**src/rtl/player_pose_sequencer_if.sv**
```systemverilog
// Bus between the per-pose animation units, key/terrain inputs and the
// renderer-facing side of player_pose_sequencer.
interface player_pose_sequencer_if;
   // No valid/ready pair here: frame_tick is a one-Clk strobe that marks the
   // only cycles in which a pose change may be taken. Every other input is
   // level state, sampled on each Clk.
   logic        frame_tick;
   logic [3:0]  keycode;
   logic        on_ground;
   logic [3:0]  unitOn;
   logic [20:0] unitAddr0;
   logic [20:0] unitAddr1;
   logic [20:0] unitAddr2;
   logic [20:0] unitAddr3;
   logic        playerOn;
   logic [20:0] spriteAddress;
   logic [3:0]  anim_sel;
   logic [3:0]  anim_restart;
   logic        moving;
   logic [1:0]  pose;
   logic [5:0]  dwell;

   modport master (
      output frame_tick, keycode, on_ground, unitOn,
             unitAddr0, unitAddr1, unitAddr2, unitAddr3,
      input  playerOn, spriteAddress, anim_sel, anim_restart, moving, pose, dwell
   );

   modport slave (
      input  frame_tick, keycode, on_ground, unitOn,
             unitAddr0, unitAddr1, unitAddr2, unitAddr3,
      output playerOn, spriteAddress, anim_sel, anim_restart, moving, pose, dwell
   );
endinterface

```
**src/rtl/player_pose_sequencer.sv**
```systemverilog
// Picks which animation unit (stand/run/prone/jump) feeds the sprite path,
// changing pose only on frame boundaries with dwell-based hysteresis.
module player_pose_sequencer #(
   parameter logic [3:0] KEY_RIGHT       = 4'h1,
   parameter logic [3:0] KEY_LEFT        = 4'h2,
   parameter logic [3:0] KEY_JUMP        = 4'h3,
   parameter logic [3:0] KEY_DOWN_R      = 4'h7,
   parameter logic [3:0] KEY_DOWN_L      = 4'h8,
   parameter logic [5:0] HOLD_FRAMES     = 6'd2,
   parameter logic [5:0] JUMP_MIN_FRAMES = 6'd8
) (
   input  logic                    Clk,
   input  logic                    Reset,
   player_pose_sequencer_if.slave  bus
);

   typedef enum logic [1:0] {
      STAND = 2'd0,
      RUN   = 2'd1,
      PRONE = 2'd2,
      JUMP  = 2'd3
   } pose_t;

   pose_t       poseReg;
   pose_t       nextPose;
   logic [5:0]  dwell;
   logic [3:0]  restartReg;
   logic        playerOnReg;
   logic [20:0] spriteAddrReg;
   logic [20:0] selAddr;
   logic        wantRun;
   logic        wantProne;
   logic        wantJump;

   assign wantRun   = (bus.keycode == KEY_RIGHT)  || (bus.keycode == KEY_LEFT);
   assign wantProne = (bus.keycode == KEY_DOWN_R) || (bus.keycode == KEY_DOWN_L);
   assign wantJump  = (bus.keycode == KEY_JUMP);

   // Falling off terrain outranks everything; keys are ignored mid-air.
   always_comb begin
      nextPose = poseReg;
      if (poseReg != JUMP && !bus.on_ground) begin
         nextPose = JUMP;
      end else if ((poseReg == STAND || poseReg == RUN) && wantJump && bus.on_ground) begin
         nextPose = JUMP;
      end else if (poseReg == JUMP) begin
         if (bus.on_ground && dwell >= JUMP_MIN_FRAMES) begin
            nextPose = STAND;
         end
      end else if (dwell >= HOLD_FRAMES) begin
         if (wantProne) begin
            nextPose = PRONE;
         end else if (wantRun) begin
            nextPose = RUN;
         end else begin
            nextPose = STAND;
         end
      end
   end

   always_comb begin
      selAddr = bus.unitAddr0;
      case (poseReg)
         STAND: selAddr = bus.unitAddr0;
         RUN:   selAddr = bus.unitAddr1;
         PRONE: selAddr = bus.unitAddr2;
         JUMP:  selAddr = bus.unitAddr3;
         default: selAddr = bus.unitAddr0;
      endcase
   end

   always_ff @(posedge Clk) begin
      if (Reset) begin
         poseReg       <= STAND;
         dwell         <= 6'd0;
         restartReg    <= 4'b0001;
         playerOnReg   <= 1'b0;
         spriteAddrReg <= 21'd0;
      end else begin
         restartReg    <= 4'b0000;
         playerOnReg   <= bus.unitOn[poseReg];
         spriteAddrReg <= selAddr;
         if (bus.frame_tick) begin
            if (nextPose != poseReg) begin
               poseReg    <= nextPose;
               dwell      <= 6'd0;
               restartReg <= 4'b0001 << nextPose;
            end else if (dwell != 6'd63) begin
               dwell <= dwell + 6'd1;
            end
         end
      end
   end

   assign bus.pose          = poseReg;
   assign bus.dwell         = dwell;
   assign bus.anim_sel      = 4'b0001 << poseReg;
   assign bus.anim_restart  = restartReg;
   assign bus.moving        = (poseReg == RUN) || (poseReg == JUMP);
   assign bus.playerOn      = playerOnReg;
   assign bus.spriteAddress = spriteAddrReg;

endmodule
```
**src/flat_wrapper.sv**
```systemverilog
// flat-port wrapper written by rule: the top's interface ports become plain ports
module player_pose_sequencer_flat 
#(
   parameter logic [3:0] KEY_RIGHT       = 4'h1,
   parameter logic [3:0] KEY_LEFT        = 4'h2,
   parameter logic [3:0] KEY_JUMP        = 4'h3,
   parameter logic [3:0] KEY_DOWN_R      = 4'h7,
   parameter logic [3:0] KEY_DOWN_L      = 4'h8,
   parameter logic [5:0] HOLD_FRAMES     = 6'd2,
   parameter logic [5:0] JUMP_MIN_FRAMES = 6'd8
)
  (Clk, Reset, bus_frame_tick, bus_keycode, bus_on_ground, bus_unitOn, bus_unitAddr0, bus_unitAddr1, bus_unitAddr2, bus_unitAddr3, bus_playerOn, bus_spriteAddress, bus_anim_sel, bus_anim_restart, bus_moving, bus_pose, bus_dwell);
  player_pose_sequencer_if bus_i ();
  input  logic Clk;
  input  logic Reset;
  input wire logic [$bits(bus_i.frame_tick)-1:0] bus_frame_tick;
  input wire logic [$bits(bus_i.keycode)-1:0] bus_keycode;
  input wire logic [$bits(bus_i.on_ground)-1:0] bus_on_ground;
  input wire logic [$bits(bus_i.unitOn)-1:0] bus_unitOn;
  input wire logic [$bits(bus_i.unitAddr0)-1:0] bus_unitAddr0;
  input wire logic [$bits(bus_i.unitAddr1)-1:0] bus_unitAddr1;
  input wire logic [$bits(bus_i.unitAddr2)-1:0] bus_unitAddr2;
  input wire logic [$bits(bus_i.unitAddr3)-1:0] bus_unitAddr3;
  output wire logic [$bits(bus_i.playerOn)-1:0] bus_playerOn;
  output wire logic [$bits(bus_i.spriteAddress)-1:0] bus_spriteAddress;
  output wire logic [$bits(bus_i.anim_sel)-1:0] bus_anim_sel;
  output wire logic [$bits(bus_i.anim_restart)-1:0] bus_anim_restart;
  output wire logic [$bits(bus_i.moving)-1:0] bus_moving;
  output wire logic [$bits(bus_i.pose)-1:0] bus_pose;
  output wire logic [$bits(bus_i.dwell)-1:0] bus_dwell;
  assign bus_i.frame_tick = bus_frame_tick;
  assign bus_i.keycode = bus_keycode;
  assign bus_i.on_ground = bus_on_ground;
  assign bus_i.unitOn = bus_unitOn;
  assign bus_i.unitAddr0 = bus_unitAddr0;
  assign bus_i.unitAddr1 = bus_unitAddr1;
  assign bus_i.unitAddr2 = bus_unitAddr2;
  assign bus_i.unitAddr3 = bus_unitAddr3;
  assign bus_playerOn = bus_i.playerOn;
  assign bus_spriteAddress = bus_i.spriteAddress;
  assign bus_anim_sel = bus_i.anim_sel;
  assign bus_anim_restart = bus_i.anim_restart;
  assign bus_moving = bus_i.moving;
  assign bus_pose = bus_i.pose;
  assign bus_dwell = bus_i.dwell;
  player_pose_sequencer #(.KEY_RIGHT(KEY_RIGHT), .KEY_LEFT(KEY_LEFT), .KEY_JUMP(KEY_JUMP), .KEY_DOWN_R(KEY_DOWN_R), .KEY_DOWN_L(KEY_DOWN_L), .HOLD_FRAMES(HOLD_FRAMES), .JUMP_MIN_FRAMES(JUMP_MIN_FRAMES)) u_core (.Clk(Clk), .Reset(Reset), .bus(bus_i));
endmodule
```
**config.mk**
```make
export PLATFORM = sky130hd
export DESIGN_NAME = player_pose_sequencer_flat
export DESIGN_NICKNAME = d
export VERILOG_FILES = /design/src/rtl/player_pose_sequencer_if.sv /design/src/rtl/player_pose_sequencer.sv /design/src/flat_wrapper.sv
export SDC_FILE = /design/constraint.sdc
export NUM_CORES = 1
export LEC_CHECK = 0
export BUFFER_PORTS_ARGS = -buffer_cell sky130_fd_sc_hd__buf_2
export CORE_MARGIN = 2
export CORE_UTILIZATION = 44
export DETAILED_ROUTE_END_ITERATION = 8
export PLACE_DENSITY = 0.85
export REMOVE_ABC_BUFFERS = 1
export SLEW_MARGIN = 20
export SYNTH_ARGS = -nofsm -noshare
export SYNTH_HDL_FRONTEND = slang
export SYNTH_SLANG_ARGS = --single-unit
```
**constraint.sdc**
```tcl
create_clock -name Clk -period 3.42 [get_ports Clk]
set_input_delay 0.171 -clock Clk [delete_from_list [all_inputs] [get_ports Clk]]
set_output_delay 0.171 -clock Clk [all_outputs]
set_load 0.05 [all_outputs]
```
==> results.toml, run 1 <==
[outcome]
status = "completed"

[synth]
synth_edf_count = 0
ys_ff_latch = 34
synthesis.area_per_instance_um2 = 11.28
post_synth_inst_count = 168
ys_types = 42
ffs_w_async_s_r_synth_pct = 0
yosysSeqAreaShare_pct = 35.91
postSynth.topFlopCell = "sky130_fd_sc_hd__dfxtp_1"
post_synth_instance_area_um2 = 1896
synth-warning-count = 0

[floorplan]
pin_count = 135
rows = 23
start_util_pct = 46.39
dieArea_um2 = 4849
floorplan.core_area_um2 = 4086
fp.dieH_um = 69.64
fp.dieW_um = 69.64

[global_route]
first_pass_grt_wire_length_um = 8804
maximum_number_of_pins_on_one_net_before_global_route_repair = 33
grt_antenna_before_repair = 0
grt-ovfl-total = 0
first_global_vias = 1834
grt_usage_pct = 23.04

[power_and_ir_drop]
power.static_leakage_nw = 1.254
irDropWorstVdd_mv = 0.2567
power_density_nw_per_um2 = 415.9

[setup_path]
timing.critical_path.fanout_max = 5
worstSetupPathType = "reg -> reg"
setup.worst_path.end_class = "register"
critical_path_required_ns = 3.62
start_kind = "register"
crit_arrival_ns = 2.46

[drt]
vias_per_cell = 5.183
drtAntennaViolNets = 0
drt_pass_1_iters = 4
totalWireLength_um = 5520
wl_per_cell_um = 15.77
drt_iter0_drc = 97
drc = 0
route.vias.total = 1814

[clock_tree]
ctsLongestPathBuffers = 2
post_cts_hold_buffer_count = 0
cts-resized-gates = 0
post-cts-setup-buffer-count = 0
tritoncts_clock_tree = "yes"
cts_root_buf = "sky130_fd_sc_hd__clkbuf_8"
cts.sinks = 34
insertion_delay_of_the_later_clocked_pin_in_the_worst_skew_pair_ns = 0.28
clock_tree.htree_level_count = 2
tritoncts.num_buffers = 5
cts.reportedPaths.clkPinSlew_ns = 0.07

[final_layout]
layout.cells.non_filler = 350
stdcell_area_um2 = 2666
design.final.nets = 398
n_antenna_cell = 0
post_route_cells_drive_above_1_share_pct = 57.67
areaGrowthSynthToFinish_pct = 40.66
finalCoreUtilization_pct = 65.25

[sta]
clock-skew-final_ns = 0.004175
timing.final.max_slew_violations = 0
min_period_over_period_pct = 66.14
final.setup.tns_ns = 0
setup-violations-final = 0
final.min_clock_period_ns = 2.262
max_slew_margin_pct = 60.20
setup_repair_after_global_routing_missed_its_margin = "false"
tightestPinTransition_ns = 0.5970
timing_hold_violations_final = 0
maxClockFrequency_mhz = 442.1

[place]
placed_area_um2 = 2587
gp_congestion = 0.8355
place.detailed.instances = 343
io_buffers = 134
dp_wirelength_um = 4481

[job]
timing.max_cap.violations = 0

[min_path]
hold_class = "in -> reg"
where the power goes:
group | total (mW) | internal, mW | leakage (nW) | switching [mW]
registers | 0.444 | 0.427 | 0.282 | 0.0170
clock network | 0.278 | 0.137 | 0.0438 | 0.141
logic | 0.387 | 0.157 | 0.928 | 0.231
cells in the final DEF (no fill, tap or decap), types with 3 or more instances in the layout:
master                       n
sky130_fd_sc_hd__a21oi_1     6
sky130_fd_sc_hd__buf_2     134
sky130_fd_sc_hd__xnor2_1     4
sky130_fd_sc_hd__nor2b_1    23
sky130_fd_sc_hd__nand2_1    12
sky130_fd_sc_hd__nand3_1     3
sky130_fd_sc_hd__mux4_2     22
sky130_fd_sc_hd__clkbuf_8    5
sky130_fd_sc_hd__inv_1       4
sky130_fd_sc_hd__dfxtp_1    33
sky130_fd_sc_hd__nor2_1      7
sky130_fd_sc_hd__o21ai_0     3
sky130_fd_sc_hd__nor3_1      7
cells by family after synthesis:
kind of cell               count (synthesis)  synth area share (%)
DFF                                       34                 35.91
AOI/OAI and AO/OA                         24                 9.902
buffers and inverters                     15                 3.828
and+or+nand+nor                           66                 20.59
xor gates and xnor gates                   5                 2.310
muxes                                     22                 26.14
adders and majority gates                  2                 1.320
layer usage:
metal / vias up / part of all wire, % / track usage, %
li1: 889 / - / -
met1: 828 / 38 / 25.72
met2: 85 / 53 / 42.20
met3: 12 / 6.9 / 5.959
met4: 0 / 2.1 / 8.120
met5: - / 0 / 0
final cells by class:
class / count / area (um^2)
timing repair buffer: 136 / 685.7
multi-input combinational: 119 / 1142
clock inverter: 2 / 10.01
tap: 50 / 62.56
sequential: 34 / 681.9
clock buffer: 5 / 68.82
inverter: 4 / 15.01
fill: 350 / 1420
registers in the layout, summed over array words and instances (netlist names):
signal / flops
u_core.bus.anim_restart: 4
u_core.bus.dwell: 6
u_core.bus.pose: 2
u_core.bus.spriteAddress: 21
u_core.bus.playerOn: 1
synth_stat cells, types with 3 or more instances:
library cell	n	area (um^2)
sky130_fd_sc_hd__inv_1	4	15.01
sky130_fd_sc_hd__dfxtp_1	34	680.7
sky130_fd_sc_hd__nor2b_1	23	143.9
sky130_fd_sc_hd__o21ai_0	3	15.01
sky130_fd_sc_hd__clkbuf_1	5	18.77
sky130_fd_sc_hd__mux4_2	22	495.5
sky130_fd_sc_hd__nor2_1	7	26.28
sky130_fd_sc_hd__nand3_1	3	15.01
sky130_fd_sc_hd__xnor2_1	4	35.03
sky130_fd_sc_hd__nor3_1	7	35.03
sky130_fd_sc_hd__nand2_1	12	45.04
sky130_fd_sc_hd__a21oi_1	6	30.03
through the flow:
| stage | total power, mW | setup slack (ns) | hold slack, ns |
|---|---|---|---|
| 6_report | 1.109 | 1.158 | 0.2266 |
| 5_1_grt | 1.162 | 0.9789 | 0.2271 |
| 4_1_cts | 1.119 | 1.144 | 0.2134 |
| 3_5_place_dp | 0.8421 | 1.165 | 0.5159 |
| 3_3_place_gp | 0.8327 | 1.208 | 0.5011 |
| 2_1_floorplan | 0.7235 | -0.08741 | 0.2420 |
critical path: stages (launching register included):
cell and delay (ns):
sky130_fd_sc_hd__dfxtp_1 0.35, sky130_fd_sc_hd__or3_4 0.42, sky130_fd_sc_hd__or4_4 0.44, sky130_fd_sc_hd__a221o_1 0.34, sky130_fd_sc_hd__o211ai_4 0.23, sky130_fd_sc_hd__a31oi_4 0.16
sky130_fd_sc_hd__nor4_2 0.25
worst paths after layout:
kind                            start             endpoint  slack (ns)  cells after the start
hold reg to reg   u_core.bus.dwell[5]  u_core.bus.dwell[5]        0.59                      2
hold / removal         bus_frame_tick   u_core.bus.pose[0]        0.23                      2
setup reg to reg  u_core.bus.dwell[5]  u_core.bus.dwell[2]        1.16                      6
setup / recovery  u_core.bus.dwell[5]  u_core.bus.dwell[2]        1.16                      6
No activity file was read; power rests on OpenSTA's default activity.
==> run 2: changes to the inputs <==
Settings changed: ABC_AREA set to 1, CORE_UTILIZATION 44 to 40, PLACE_DENSITY 0.85 to 0.81.
Clock period 3.42 ns to 2.2 ns, I/O delays scaled along.
==> run 2 against run 1 <==
Sequential power is 58% higher. Die area is 2.2% higher. Final area is 3.6% lower. Clock skew is 0.0011 ns lower. Worst hold slack got worse by 0.14 ns. Register-to-register slack lost 0.81 ns. Critical path depth shrank 3. Non-clock buffer count rose by 2. Via count is 25% higher. Largest cell class unchanged. Utilization fell by 5.4 points. Combinational power rose by 85%.
==> results.toml, run 2 <==
[synth]
synth_edf_count = 0
synth_largest_area_cell = "sky130_fd_sc_hd__dfxtp_1"
synth-warning-count = 0
synthesis.area_per_instance_um2 = 7.230
ys_top_cells_by_area = "sky130_fd_sc_hd__dfxtp_1 39%, sky130_fd_sc_hd__nand2_1 9.1%, sky130_fd_sc_hd__o21ai_0 8.5%"
post_synth_inst_count = 244
ys_ff_latch = 34
postSynth.topFlopCell = "sky130_fd_sc_hd__dfxtp_1"
ffs_w_async_s_r_synth_pct = 0
post_synth_instance_area_um2 = 1764
synth.top_cells.by_count = "43 x sky130_fd_sc_hd__nand2_1, 34 x sky130_fd_sc_hd__dfxtp_1, 30 x sky130_fd_sc_hd__o21ai_0, 20 x sky130_fd_sc_hd__a21oi_1"
synthMostInstantiatedCell = "sky130_fd_sc_hd__nand2_1"
netlist.area_leader.share_pct = 38.58
ys_types = 26
yosysSeqAreaShare_pct = 38.58

[clock_tree]
insertion_delay_of_the_later_clocked_pin_in_the_worst_skew_pair_ns = 0.27
clock_tree.htree_level_count = 2
cts_root_buf = "sky130_fd_sc_hd__clkbuf_8"
tritoncts_clock_tree = "yes"
ctsLongestPathBuffers = 2
cts-resized-gates = 0
cts.reportedPaths.clkPinSlew_ns = 0.07
post-cts-setup-buffer-count = 0
post_cts_hold_buffer_count = 0
cts.sinks = 34
tritoncts.num_buffers = 5

[sta]
timing.final.max_slew_violations = 0
min_period_over_period_pct = 88.88
tightestPinTransition_ns = 0.7990
timing_hold_violations_final = 0
max_slew_margin_pct = 46.68
maxClockFrequency_mhz = 511.4
setup_repair_after_global_routing_missed_its_margin = "false"
final.min_clock_period_ns = 1.955
setup-violations-final = 0
clock-skew-final_ns = 0.003037

[floorplan]
rows = 24
fp.dieH_um = 70.41
floorplan.core_area_um2 = 4294
fp.dieW_um = 70.41
start_util_pct = 41.08
dieArea_um2 = 4958
pin_count = 135

[drt]
wl_per_cell_um = 13.17
drt_iter0_drc = 152
drc = 0
drt_pass_1_iters = 5
totalWireLength_um = 5649
drtAntennaViolNets = 0
vias_per_cell = 5.275
route.vias.total = 2263

[job]
timing.max_cap.violations = 0

[final_layout]
stdcell_area_um2 = 2571
seqCellArea_um2 = 680.7
design.final.nets = 474
layout.cells.non_filler = 429
areaGrowthSynthToFinish_pct = 45.74
n_antenna_cell = 0
layout_common_cells = "134 x sky130_fd_sc_hd__buf_2, 43 x sky130_fd_sc_hd__nand2_1, 34 x sky130_fd_sc_hd__dfxtp_1"
post_route_cells_drive_above_1_share_pct = 43.24
largest_register_ffs = 21
final_common_cell = "sky130_fd_sc_hd__buf_2"
area_of_the_multi_input_gates_um2 = 954.7
num-fill-cells = 385

[setup_path]
crit_arrival_ns = 1.85
critical_path_required_ns = 2.09
worstSetupPathType = "reg -> out"
path_buf_inv = 2
ordered_list_of_cells_on_the_worst_path = "nand2_1 -> inv_1 -> buf_2"
crit_path_max_incr_delay_ns = 0.53
start_kind = "register"
timing.critical_path.fanout_max = 19
worst_path_max_delay_cell = "sky130_fd_sc_hd__inv_1"
setup.worst_path.end_class = "primary output"
critical_path.top_delay_family = "buffers and inverters"

[global_route]
first_pass_grt_wire_length_um = 9114
grt_usage_pct = 22.60
maximum_number_of_pins_on_one_net_before_global_route_repair = 28
grt-ovfl-total = 0
first_global_vias = 2107
grt_antenna_before_repair = 0

[min_path]
hold_class = "in -> reg"

[place]
io_buffers = 134
placed_area_um2 = 2480
gp_congestion = 0.9569
place.detailed.instances = 421
dp_wirelength_um = 4240

[power_and_ir_drop]
power_density_nw_per_um2 = 731.1
power.static_leakage_nw = 1.299
combPwrFrac_pct = 38.0
irDropWorstVdd_mv = 0.3235
seq_power_share_pct = 37.4
power.share.clock_pct = 24.6
p_int_mw = 1.135
p_switching_mw = 0.7448
p_sw_share_pct = 39.62

[outcome]
status = "completed"
run 2: cell types whose count changed after synthesis, moves of 4 or more:
| cell | before | now |
|---|---|---|
| sky130_fd_sc_hd__nor3_1 | 7 | 1 |
| sky130_fd_sc_hd__o21ai_0 | 3 | 30 |
| sky130_fd_sc_hd__a221oi_1 | 1 | 14 |
| sky130_fd_sc_hd__xnor2_1 | 4 | 0 |
| sky130_fd_sc_hd__nor2b_1 | 23 | 0 |
| sky130_fd_sc_hd__mux4_2 | 22 | 0 |
| sky130_fd_sc_hd__clkbuf_1 | 5 | 12 |
| sky130_fd_sc_hd__a31oi_1 | 2 | 7 |
| sky130_fd_sc_hd__inv_1 | 4 | 18 |
| sky130_fd_sc_hd__nand2_2 | 0 | 5 |
| sky130_fd_sc_hd__nand2_1 | 12 | 43 |
| sky130_fd_sc_hd__nand3_1 | 3 | 15 |
| sky130_fd_sc_hd__nor2_1 | 7 | 18 |
| sky130_fd_sc_hd__a21oi_1 | 6 | 20 |
run 2: metal layers:
layer | GRT usage (%) | wire [um]
met5 | 0 | 0
met4 | 7.692 | 23
met3 | 7.359 | 549
met2 | 39.10 | 2788
met1 | 26.00 | 2288
run 2: final cells by class:
class                           instances  share of cell area [%]
Clock buffer                            7                   3.358
Clock inverter                          1                  0.1946
Inverter                               21                   3.066
Multi-Input combinational cell        176                   37.13
Sequential cell                        34                   26.47
Tap cell                               52                   2.530
Timing Repair Buffer                  138                   27.25
run 2: cell families after synthesis:
kind of cell | count (synthesis) | share of synthesized area, %
simple gates | 96 | 26.24
compound gates | 76 | 25.46
buf+inv | 34 | 7.304
flops | 34 | 38.58
xor+xnor | 2 | 0.9931
fa+ha+maj | 2 | 1.418
run 2: power by group through the flow:
stage | clock [mW] | combinational (mW) | sequential, mW
floorplan | 0 | 0.252 | 0.941
global placement | 0 | 0.706 | 0.714
detailed placement | 0 | 0.714 | 0.717
CTS | 0.475 | 0.715 | 0.703
global route | 0.510 | 0.768 | 0.710
finish | 0.463 | 0.715 | 0.703
run 2: tightest hold or removal path: cells and delay by family:
kind | cells | cell delay [ns]
AOI/OAI and AO/OA | 1 | 0.05
buffers and inverters | 1 | 0.09
and+or+nand+nor | 1 | 0.05
run 2: path summary, 6_finish.rpt:
check                                         start                           to  slack, ns  cells past startpoint
worst max register to register  u_core.bus.dwell[0]          u_core.bus.dwell[4]       0.35                     13
worst max-delay path             u_core.bus.pose[1]              bus_anim_sel[3]       0.24                      3
worst min-delay path               bus_unitAddr3[9]  u_core.bus.spriteAddress[9]       0.08                      3
worst min register to register  u_core.bus.dwell[5]          u_core.bus.dwell[5]       0.50                      2
run 2: stage by stage:
| stage | hold WS (ns) | setup slack, ns | TNS, ns | utilization (%) | power [mW] |
|---|---|---|---|---|---|
| 2_1_floorplan | 0.1791 | -0.6890 | -15.75 | - | 1.193 |
| 3_3_place_gp | 0.3682 | 0.4726 | 0 | 57.75 | 1.420 |
| 3_5_place_dp | 0.3686 | 0.3901 | 0 | 57.75 | 1.430 |
| 4_1_cts | 0.07353 | 0.2634 | 0 | 59.88 | 1.893 |
| 5_1_grt | 0.07683 | 0.1118 | 0 | 59.88 | 1.988 |
| 6_report | 0.08361 | 0.2447 | 0 | 59.88 | 1.880 |
